### config.mk
export PLATFORM = sky130hd
export DESIGN_NAME = timer_interrupt
export DESIGN_NICKNAME = d
export VERILOG_FILES = /design/src/rtl/timer_interrupt.sv
export SDC_FILE = /design/constraint.sdc
export NUM_CORES = 1
export LEC_CHECK = 0
export ABC_AREA = 1
export CAP_MARGIN = 5
export CELL_PAD_IN_SITES_DETAIL_PLACEMENT = 2
export CELL_PAD_IN_SITES_GLOBAL_PLACEMENT = 2
export CORE_MARGIN = 2
export CORE_UTILIZATION = 10
export DETAILED_ROUTE_END_ITERATION = 16
export PLACE_DENSITY_LB_ADDON = 0.1
export SYNTH_ARGS = -nofsm -noshare
export SYNTH_HDL_FRONTEND = slang
export SYNTH_SLANG_ARGS = --single-unit
### constraint.sdc
create_clock -name clk -period 1.1 [get_ports clk]
set_clock_uncertainty 0.05 [all_clocks]
set_input_delay 0.22 -clock clk [delete_from_list [all_inputs] [get_ports clk]]
set_output_delay 0.22 -clock clk [all_outputs]
set_load 0.005 [all_outputs]
### src/rtl/timer_interrupt.sv
// timer_interrupt: compare-match detection, interrupt enable (TIER) and
// write-1-to-clear interrupt status (TISR) for the 64-bit APB timer.
// Drives the level-sensitive timer interrupt line to the core.
module timer_interrupt #(
  parameter logic [31:0] ADDR_TIER = 32'h14,
  parameter logic [31:0] ADDR_TISR = 32'h18
) (
  input  logic        clk,
  input  logic        rst_n,
  input  logic [31:0] addr,
  input  logic [31:0] wdata,
  input  logic        wr_en,
  input  logic [63:0] cnt,
  input  logic [63:0] tcmp,
  output logic        int_en,
  output logic        int_st,
  output logic        tim_int,
  output logic [31:0] tier,
  output logic [31:0] tisr
);

  logic match_raw;
  logic set_ev;
  logic tier_wr;
  logic tisr_clr;

  logic int_en_d, int_en_q;
  logic int_st_d, int_st_q;
  logic match_d,  match_q;

  // Decode writes, detect the rising edge of the match, compute next state.
  // A set event outranks a clear on the same edge so no interrupt is lost.
  always_comb begin
    match_raw = (cnt == tcmp);
    set_ev    = match_raw & ~match_q;
    tier_wr   = wr_en && (addr == ADDR_TIER);
    tisr_clr  = wr_en && (addr == ADDR_TISR) && wdata[0];

    match_d  = match_raw;
    int_en_d = int_en_q;
    int_st_d = int_st_q;

    if (tier_wr) begin
      int_en_d = wdata[0];
    end
    if (tisr_clr) begin
      int_st_d = 1'b0;
    end
    if (set_ev) begin
      int_st_d = 1'b1;
    end
  end

  // State registers; match_q clears on reset so a match held across reset
  // release raises status on the first edge afterwards.
  always_ff @(posedge clk or negedge rst_n) begin
    if (!rst_n) begin
      int_en_q <= 1'b0;
      int_st_q <= 1'b0;
      match_q  <= 1'b0;
    end else begin
      int_en_q <= int_en_d;
      int_st_q <= int_st_d;
      match_q  <= match_d;
    end
  end

  // Outputs come straight from registers, so tim_int is glitch-free.
  assign int_en  = int_en_q;
  assign int_st  = int_st_q;
  assign tim_int = int_st_q & int_en_q;
  assign tier    = {31'b0, int_en_q};
  assign tisr    = {31'b0, int_st_q};

endmodule
# Word level (Yosys, flattened, before mapping)
# Cells that the tools add are included.
dict set report op_classes {
  eq_ne 3
  mux 2
  bitwise 3
  reduce_logical 4
}
# cell count
set ops {}
lappend ops {{$eq 32x5->1 const B} 2}
lappend ops {{$eq 64x64->1} 1}
lappend ops {{$logic_and 1x1->1} 3}
lappend ops {{$and 1x1->1} 2}
lappend ops {{$mux 1} 2}
lappend ops {{$reduce_bool 2->1} 1}
lappend ops {{$not 1->1} 1}
dict set report totals {
  register_bits 3
  in_bits 195
}

# Logic depth before layout (Yosys ltp)
dict set report depth {
  word_depth 5
  mapped_depth 10
  ltp_nobuf 10
}

# Least setup slack after synthesis
# Ideal clock, no wire load.
dict set report synth_timing {
  path_type {input port to flip-flop}
  startpoint {in addr[1]}
  endpoint {reg int_en_q, in the netlist int_en}
  setup_ns 0.113
  t_arrival_ns 0.899
  t_required_ns 0.937
  slack_ns 0.038
  cell_stages 7
  path_buffers 0
  cell_sequence {or2_1 nor4_2 nand2_1 nor2_2 nand3_1 nand2_1 inv_1}
}
dict set report synth_between {
  elab_chain_cells 2
}
# element line
set synth_rtl {}
lappend synth_rtl {{start: declaration} 10} ;# input logic [31:0] addr,
lappend synth_rtl {{$eq 32x5->1} 36} ;# tier_wr = wr_en && (addr == ADDR_TIER);
lappend synth_rtl {{$logic_and 1x1->1} 36}
lappend synth_rtl {{end signal: assignment} 62} ;# int_en_q <= int_en_d;
lappend synth_rtl {{end: declaration} 27} ;# logic int_en_d, int_en_q;
# Every way passes these cells.
# A chain may end at the register's enable or synchronous reset.

# Worst setup path after layout
dict set report layout_timing {
  startpoint {reg int_st_q, in the netlist int_st}
  endpoint {out int_st}
}
# element line
set layout_lines {}
lappend layout_lines {{start: declaration} 28} ;# logic int_st_d, int_st_q;
lappend layout_lines {{start signal: assignment} 63} ;# int_st_q <= int_st_d;
lappend layout_lines {{end: declaration} 16} ;# output logic int_st,
# No word-level cell between the ends.

==> out/metrics.csv <==
metric,value,unit
final_common_cell,nand2_1,
ys_seq_elements,3,
status,"finished, violations left",
finalHoldViolations,0,
dp_hpwl,8180,um
required,0.83,ns
routed_wl,8650,um
cts_buffers,3,
grt_pass1_wl,12400,um
clkLatencyLatePin,0.22,ns
place_congestion,0.653,
drive_above_1_share,38.3,%
synth_fa_ha_area_share,0,%
start_util,10.1,%
die_w,144,um
start_kind,flop,
placed_area,0.00372,mm2
intPower,1030,uW
drv_cap,0,
synth_top_area_share,26.2,%
pwr-share-comb,55.9,%
worstPathArrival,0.86,ns
fmax,0.882,GHz
syn_to_final_growth,74.5,%
via_per_inst,3.19,
pre_cts_ws,-0.717,ns
fin_area,0.00340,mm2
tritoncts,yes,
p_per_area,456,mW/mm2
layout_common_cells,"nand2_1, clkbuf_2, inv_1",
final_antenna_net_count,0,
worstSetupPathType,flop to primary output,
synth.area.mux_share,0,%
synth_top_family_by_area,simple AND/OR/NAND/NOR gates,
antenna_found_initial,0,
swShare,33.4,%
p_leak,0.00207,uW
dr.pass1.iters,4,
fp.dieH,144,um
path_max_fanout,3,
seqPwrFrac,7.2,%
syn_inst,396,
grt_usage,7.61,%
cts_max_level,1,
grt_max_degree,5,
synth-compound-area-share,0,%
period_minus_slack,1.13,ns
dr.first_iter.drc_count,9,
slew_violations,0,
cts-root-buf,clkbuf_16,
hold_slack,0.138,ns
grt_pass1_vias,2730,
finalCritPeriodShare,103,%
violations,negative setup slack,
yosysUniqueCellTypes,17,
rsz0062_at_grt,yes,
cts.sink_count,3,
cp-end-kind,primary output,
yosys_warnings,0,
layout.nets,763,
netSwitchingPower,518,uW
peakVddDrop,0.280,mV
num_vias,2654,
clockPowerShare,36.9,%
setup_viol,2,
synth_seq_area_share,3.85,%
netlist_area,0.00195,mm2
path_clk_slew,0.03,ns
grt_overflow,0,
hold_path.class,primary input to asynchronous set/reset pin,
post-route-drc-count,0,
yosys.area.top_type,nand2_1,
ctsHoldBuffers,0,
synth_xor_area_share,8.53,%
avgSynthCellArea,4.93,um2
pin_count,262,
setup_slack,-0.0335,ns
dieArea,0.0206,mm2
diodes,0,
clk_path_buf_depth,2,
io_buffers,168,
synth_simple_gate_area_share,46.8,%
row_count,51,
wl_per_cell,10.4,um
core,0.0193,mm2
ys_top_cells_by_area,"nand2_1, buf_4, inv_1",
[stage by stage]
step | utilization [%] | setup TNS, ns | total power [uW] | std cells
3_3_place_gp | 19.3 | -2.42 | 1120 | 827
6_report | 17.7 | -0.0506 | 1550 | 832
3_5_place_dp | 19.3 | -2.54 | 1150 | 827
5_1_grt | 17.7 | -0.254 | 1700 | 832
2_1_floorplan | - | 0 | 598 | 457
4_1_cts | 18.9 | -0.140 | 1570 | 832
[state kept, by name, summed over array words and instances, names as in the netlist]
register / flops
match_q: 1
int_st: 1
int_en: 1
[routing by layer]
layer	global-route usage, %	vias up	routed length (um)
met3	0.900	6	473
met5	0	-	0
li1	-	1340	-
met2	15.6	103	4900
met1	8.17	1205	3160
met4	1.65	0	114
[synthesized netlist by cell type (all sizes together)]
cell,count
nor4,9
conb,1
and2,1
nand2,138
nand3,2
dfrtp,3
nor2,75
inv,81
buf,64
clkinv,2
xor2,19
or2,1
[critical path, stage by stage, from the launching register on]
cell	delay, ns
dfrtp_1	0.40
buf_6	0.13
buf_6	0.11
[final timing paths]
check	start	to	depth (start not counted)	slack, ns
max reg2reg	int_st	int_st	3	0.31
max	int_st	int_st	2	-0.03
min	rst_n	match_q	1	0.14
min in group clk	addr[30]	int_st	7	0.36
min reg2reg	match_q	int_st	3	0.46
max in group asynchronous	rst_n	int_en	1	0.71
[final cells by class]
class	instances	area (um2)
fillers	2362	15900
multi-input cells	307	1510
repair buffers	170	1100
well taps	265	332
inverters	83	314
clock buffers	4	78.8
flip-flops and latches	3	75.1
[logic make-up (layout without fill, tap and decap cells)]
family                    after synthesis  after routing
buffers and inverters                 147            257
DFF                                     3              3
and+or+nand+nor                       226            226
xor gates and xnor gates               19             19
other                                   1             62
[timing repair]
item / CTS / global route
resized for setup: 397 / 228
buffers inserted: 1 / 0
pin swaps: 152 / 147
endpoints found under the setup margin: 8 / 5
gates cloned: 0 / 0
[power groups by stage]
stage,registers [uW],clock network (uW),logic (uW)
final,111,572,867
after global placement,112,0,1000
after detailed placement,112,0,1040
after global routing,111,594,994
after CTS,111,580,877
after floorplan,112,0,486
(Power assumes the default switching activity.)
